File: src/rtl/opcode_type.sv
// Shared fetch-stage types and constants: FSM state encoding, bubble
// instruction encoding and PC arithmetic helpers.
package opcode_type;

  typedef enum logic {
    BOOT = 1'b0,
    RUN  = 1'b1
  } if_state_e;

  // addi x0, x0, 0 -- architectural no-op used as the pipeline bubble
  localparam logic [31:0] NOP_ENC    = 32'h0000_0013;
  localparam logic [31:0] PC_STEP    = 32'd4;
  localparam logic [31:0] ALIGN_MASK = 32'hFFFF_FFFC;

  // Force a byte address onto a word boundary; low two bits are dropped
  function automatic logic [31:0] align_word(input logic [31:0] addr);
    return addr & ALIGN_MASK;
  endfunction

endpackage

File: src/rtl/if_stage_pc_reg.sv
// Program counter register: load has priority over sequential increment,
// enable gates the increment, otherwise the value is held.
module pc_reg
  import opcode_type::*;
#(
  parameter logic [31:0] RESET_VAL = 32'h0000_0000
) (
  input  logic        clk,
  input  logic        rst,
  input  logic        en,
  input  logic        load,
  input  logic [31:0] load_val,
  output logic [31:0] q
);

  // PC update: redirect load wins, then +4 when enabled, else hold
  // NOTE: non-blocking assignment for every sequential register so all
  // flops sample pre-edge values regardless of block evaluation order.
  always_ff @(posedge clk or posedge rst) begin
    if (rst) begin
      q <= RESET_VAL;
    end else if (load) begin
      q <= load_val;
    end else if (en) begin
      q <= q + PC_STEP;  // wraps naturally at 2^32
    end
  end

endmodule

File: src/rtl/if_stage.sv
// Instruction fetch stage: owns the PC, drives the external combinational
// instruction memory, and fills the IF/ID pipeline register. A taken
// branch/jump from EX redirects the PC and squashes the fetched slot.
module if_stage
  import opcode_type::*;
#(
  parameter logic [31:0] RESET_PC  = 32'h0000_0000,
  parameter logic [31:0] NOP_INSTR = NOP_ENC
) (
  input  logic        clk,
  input  logic        rst,
  input  logic        stall,
  input  logic        ex_is_taken,
  input  logic        ex_valid,
  input  logic [31:0] ex_target,
  output logic [31:0] imem_addr,
  input  logic [31:0] imem_rdata,
  output logic [31:0] if_id_pc,
  output logic [31:0] if_id_instr,
  output logic        if_id_valid,
  output logic        flush_ex,
  output logic        misalign,
  output logic [31:0] redirect_cnt
);

  if_state_e   state;
  logic [31:0] pc;
  logic        redirect;
  logic        pc_advance;

  // A taken decision only counts when EX holds a real instruction
  assign redirect   = ex_is_taken & ex_valid;
  assign pc_advance = ~stall & (state == RUN);

  assign imem_addr = pc;
  assign flush_ex  = redirect;

  pc_reg #(
    .RESET_VAL (RESET_PC)
  ) u_pc_reg (
    .clk      (clk),
    .rst      (rst),
    .en       (pc_advance),
    .load     (redirect),
    .load_val (align_word(ex_target)),
    .q        (pc)
  );

  // Boot FSM: one bubble cycle after reset, then run forever
  always_ff @(posedge clk or posedge rst) begin
    if (rst) begin
      state <= BOOT;
    end else begin
      state <= RUN;
    end
  end

  // IF/ID register: squash on redirect or boot, hold on stall, else capture
  always_ff @(posedge clk or posedge rst) begin
    if (rst) begin
      if_id_pc    <= RESET_PC;
      if_id_instr <= NOP_INSTR;
      if_id_valid <= 1'b0;
    end else if (redirect || state == BOOT) begin
      if_id_pc    <= pc;
      if_id_instr <= NOP_INSTR;
      if_id_valid <= 1'b0;
    end else if (!stall) begin
      if_id_pc    <= pc;
      if_id_instr <= imem_rdata;
      if_id_valid <= 1'b1;
    end
  end

  // Status: misalignment pulse and redirect counter (stall-independent)
  always_ff @(posedge clk or posedge rst) begin
    if (rst) begin
      misalign     <= 1'b0;
      redirect_cnt <= 32'd0;
    end else begin
      misalign <= redirect & ex_target[1];
      if (redirect) begin
        redirect_cnt <= redirect_cnt + 32'd1;
      end
    end
  end

endmodule

File: config.mk
export PLATFORM = sky130hd
export DESIGN_NAME = if_stage
export DESIGN_NICKNAME = d
export VERILOG_FILES = /design/src/rtl/opcode_type.sv /design/src/rtl/if_stage_pc_reg.sv /design/src/rtl/if_stage.sv
export SDC_FILE = /design/constraint.sdc
export NUM_CORES = 1
export LEC_CHECK = 0
export BUFFER_PORTS_ARGS = -buffer_cell sky130_fd_sc_hd__buf_4
export CORE_ASPECT_RATIO = 0.7
export CORE_MARGIN = 2
export CORE_UTILIZATION = 40
export DETAILED_ROUTE_END_ITERATION = 7
export HOLD_SLACK_MARGIN = 0.15
export PLACE_DENSITY = 0.67
export SYNTH_ARGS = -nofsm -noshare
export SYNTH_HDL_FRONTEND = slang
export SYNTH_SLANG_ARGS = --single-unit
File: constraint.sdc
create_clock -name clk -period 4.65 [get_ports clk]
set_input_delay 0.93 -clock clk [delete_from_list [all_inputs] [get_ports clk]]
set_output_delay 0.93 -clock clk [all_outputs]
set_load 0.05 [all_outputs]
---- Word level (Yosys, flattened, before mapping) ----
Index checks and enable logic that the tools add are counted.
cells by class
  $add $sub $neg .......................... 2
  reductions and logical operators ........ 2
  equal/unequal tests ..................... 1
  bitwise gates (word level) .............. 5
  muxes and demuxes ....................... 8
operators by type and width
  kind                   number
  $mux 32                6
  $add 32x1->32 const B  1
  $add 32x3->32 const B  1
  $and 1x1->1            3
  $mux 1                 2
  $ne 2x1->1 const B     1
  $not 1->1              2
  $reduce_bool 2->1      1
  $logic_or 1x1->1       1
word-level totals
  register bits ........................... 131
  output and inout bits ................... 131
  input port bits ......................... 69
  word-level logic and storage cells ...... 25

---- Logic depth before layout (Yosys ltp) ----
  depth in word-level cells ............... 4
  mapped depth ............................ 7
  mapped depth without buffers ............ 5

---- By module ----
From an unflattened synthesis, not the netlist that was laid out.
second synthesis, totals
  cells, all modules ...................... 512
  area total of the unflattened synthesis .. 5936.9 um2
modules (own cells, without submodules)
  module    area an instance (um2)  instances  cells each  seq. area each (um2)
  if_stage  4087.7                  1          309         2481.1
  pc_reg    1849.3                  1          203         800.8

---- Worst setup path after synthesis ----
OpenSTA, ideal clock, no wires.
  path kind ............................... input -> output
  start point ............................. input ex_is_taken
  end point ............................... output flush_ex
  required time ........................... 3.720 ns
  arrival ................................. 1.750 ns
  cell stages on the path ................. 3
  slack ................................... 1.970 ns
  buffers on the path ..................... 1
  path through ............................ nand2_1 -> clkinv_1 -> clkbuf_1
on the way
  longest elaborated chain between the ends .. 1
RTL lines
  what         line            text
  from (decl)  if_stage.sv:13  input logic ex_is_taken,
  $and 1x1->1  if_stage.sv:32  assign redirect = ex_is_taken & ex_valid;
  to (decl)    if_stage.sv:21  output logic flush_ex,
No other way between the ends.

---- Worst setup path in the final report ----
  start point ............................. input ex_is_taken
  end point ............................... register if_id_instr[1]
on the way
  longest elaborated chain between the ends .. 3
  elaborated cells between the ends (all ways) .. 4
  those cells by class .................... eq/ne: 1; mux: 1; bitwise: 1; reduce/logical: 1
RTL lines
  what                                                    line            text
  $and 1x1->1 (*)                                         if_stage.sv:32
  $logic_or 1x1->1 (*)                                    if_stage.sv:64  end else if (redirect || state == BOOT) begin
  $ne 2x1->1 (no line) / $mux 32 (equally long branches)  -
  to (signal assigned)                                    if_stage.sv:70  if_id_instr <= imem_rdata;
  to (decl)                                               if_stage.sv:19  output logic [31:0] if_id_instr,
Mark *: on every way between the ends. The rest lies on a longest branch, timed or not.
A chain may end at the register's enable or synchronous reset.

==> metrics.md <==
| Metric | Value |
|---|---|
| Status | `complete, no violations` |
| Top cells by area, synth | `dfrtp_1, nand2_1, xnor2_1` |
| Hold crit path type | `reg2reg` |
| CTS tree | `done` |
| H-tree depth | `4` |
| Sum Neg Setup Slack | `0 ps` |
| Critical Path Source Type | `input pin` |
| Die Wd | `145 microns` |
| Crit path buffers/inverters | `2` |
| Most frequent cells in the layout | `buf_4, dfrtp_1, nand2_1` |
| Filler Cell Count | `1234` |
| Post-synth EDFFs | `0` |
| Largest area contributor in the netlist | `dfrtp_1` |
| Post-Syn Instances | `542` |
| Initial antenna violation count | `0` |
| Largest net degree at the start of global routing | `72` |
| GR Util All Layers | `0.220` |
| Remaining global-route overflow | `0` |
| Syn avg cell area | `approximately 10 sq um` |
| Commonest non-fill, non-tap cell in the layout | `buf_4` |
| Worst-case reg-to-reg path depth | `5` |
| Vias in the first global route | `roughly 4600` |
| Global-route wire length before repair | `25600 microns` |
| Fmax | `369 MHz` |
| Slew margin rel. | `0.184` |
| Max FO, Critical Path | `39` |
| PwrDens | `468 mW/mm^2` |
| Multi-input logic area | `0.00223 sq mm` |
| Area grow syn2layout | `39.2%` |
| Top cell type's share of synthesized area | `0.555` |
| Synthesized area | `0.00560 sq mm` |
| Most used cell along the critical path | `buf_4` |
| Distinct cells, synth | `42` |
| Setup violations, final | `0` |
| Final Slew Violations | `0` |
| Master of the slowest instance on the critical path | `nand3_1` |
| IO Pins | `200` |
| # rows | `36` |
| Hold WS | `469 ps` |
| TritonCTS buffer count | `17` |
| Async set-reset flop share out of synthesis | `1.00` |
| Count of input and output buffers | `194` |
| Hpwl dp | `between 10000 and 15000 microns` |
| GPL Wtd Cong | `0.846` |
| DR iter-0 viols | `297` |
| Final Cycle Share | `0.582` |
| Clock sink count | `127` |
| Hold-fix buffer count after cts | `0` |
| Via count | `4945` |
| DRT Wirelength | `between 15000 and 20000 microns` |
| Logic depth of the worst path, buffers included | `5` |
| CP top delay family | `simple AND/OR/NAND/NOR gates` |
| Clk_lat worst skew | `410 ps` |
| Maximum vdd drop | `303 uV` |
| Core area | `approximately 0.014 sq mm` |
| Die height | `between 100 and 150 microns` |
| Worst hold path cell count | `2` |
| Initial core utilization | `0.406` |
| YS warnings | `0` |
| Synthesis-stage register bit count | `roughly 130` |
| CP arrival | `3040 ps` |
| Nets | `803` |
| Critical Path Max Stage Delay | `between 900 and 1000 ps` |
| Final hold vios | `0` |
| Post-synth top flop | `dfrtp_1` |
| Tot Pwr | `roughly 3.6 mW` |
| Antenna viol nets, final | `0` |
| Resized Gates After CTS | `0` |
| Post-synthesis sequential area ratio | `0.569` |
| Post-CTS Setup Bufs | `0` |
| Measured slew at the worst slew-check pin | `1220 ps` |
| # DRC | `0` |
| Required @ worst endpoint | `4990 ps` |
| Crit path kind | `in2reg` |
| Ant diodes | `0` |
| Leakage power | `3.73 nW` |
| Max Cap Viol | `0` |
| Skew final | `8.19 ps` |
| Share of cells above drive strength 1 | `0.320` |
| First-pass DRT Iterations | `4` |
| Longest Clk Path Bufs | `2` |
| Die ar. | `~0.015 sq mm` |
| Clock slew at reported path FFs | `50 ps` |
| Clock Tree Root | `clkbuf_16` |
| Endpoint class of the critical path | `flip-flop` |
| Final Critical Period | `2710 ps` |
| Worst path cell trace | `buf_4, nand2_1, buf_4, nand3_1, o22a_1` |
| Wire per inst | `17.8 microns` |
| Vias per inst | `5.29` |
| Sequential Area | `0.00318 sq mm` |
| Unrepaired setup endpoints after global routing | `false` |
## cell families after synthesis
family	Yosys count	share of synthesized area
AO/OA/AOI/OAI	84	0.107
buffers and inverters	43	0.0342
multiplexers	1	0.00179
flip-flops	127	0.569
XOR/XNOR	43	0.0673
other	2	0.00134
adder cells (fa/ha/maj)	2	0.00447
AND/OR/NAND/NOR	240	0.215
## tightest hold or removal path, stage by stage (launching register included)
cell	delay [ps]
dfrtp_1	340
nand2_1	50
nand2_1	50
## power by group
group	internal (mW)	total (mW)	switching (mW)
sequential	1.23	1.37	0.146
clock	0.861	1.33	0.471
combinational	0.281	0.939	0.659
## flip-flops by register name, summed over array words and instances (netlist names)
register,count
if_id_instr,32
misalign,1
u_pc_reg.q,30
if_id_valid,1
state,1
if_id_pc,30
redirect_cnt,32
## layout make-up
type / count / share of cell area
flip-flops and latches: 127 / 0.408
multi-input cells: 375 / 0.287
repair buffers: 199 / 0.192
clock buffers: 19 / 0.0581
well taps: 190 / 0.0305
clock inverters: 12 / 0.0183
inverters: 12 / 0.00610
## layer usage
layer	wire length [microns]	part of all wire	global-route usage	up-vias
met5	0	0	0	-
li1	-	-	-	2293
met4	211	0.013	0.0799	0
met2	7110	0.43	0.316	193
met3	1280	0.077	0.0624	19
met1	8040	0.48	0.320	2440
## stage by stage
| stage | cells | util | setup slack (ps) | cell area, sq um |
|---|---|---|---|---|
| 2_1_floorplan | 545 | - | 341 | 5610 |
| 3_3_place_gp | 903 | 0.522 | 1650 | 7200 |
| 3_5_place_dp | 903 | 0.522 | 1520 | 7200 |
| 4_1_cts | 934 | 0.565 | 1950 | 7790 |
| 5_1_grt | 934 | 0.565 | 1840 | 7790 |
| 6_report | 934 | 0.565 | 1940 | 7790 |
## cells in the mapped netlist (all sizes together) (10+ instances only)
cell and n:
dfrtp 124, inv 11, or4 15, nor2 21, nand4 22, buf 10
a31oi 15, xor2 11, o31ai 14, clkbuf 21, xnor2 32, nand2 113
a22o 29, nand3 21, o21ai 20
## final timing paths
kind	from	endpoint	slack, ps
worst max register to register	u_pc_reg.q[2]$_DFFE_PP0P_	u_pc_reg.q[26]$_DFFE_PP0P_	2200
worst max-delay path	ex_is_taken	if_id_instr[1]$_DFFE_PP1P_	1940
worst min register to register	if_id_pc[11]$_DFFE_PP0P_	if_id_pc[11]$_DFFE_PP0P_	470
max in group asynchronous	rst	if_id_instr[4]$_DFFE_PP1P_	2980
min in group asynchronous	rst	if_id_instr[24]$_DFFE_PP0P_	700
worst min-delay path	if_id_pc[11]$_DFFE_PP0P_	if_id_pc[11]$_DFFE_PP0P_	470
(Power assumes the default switching activity.)
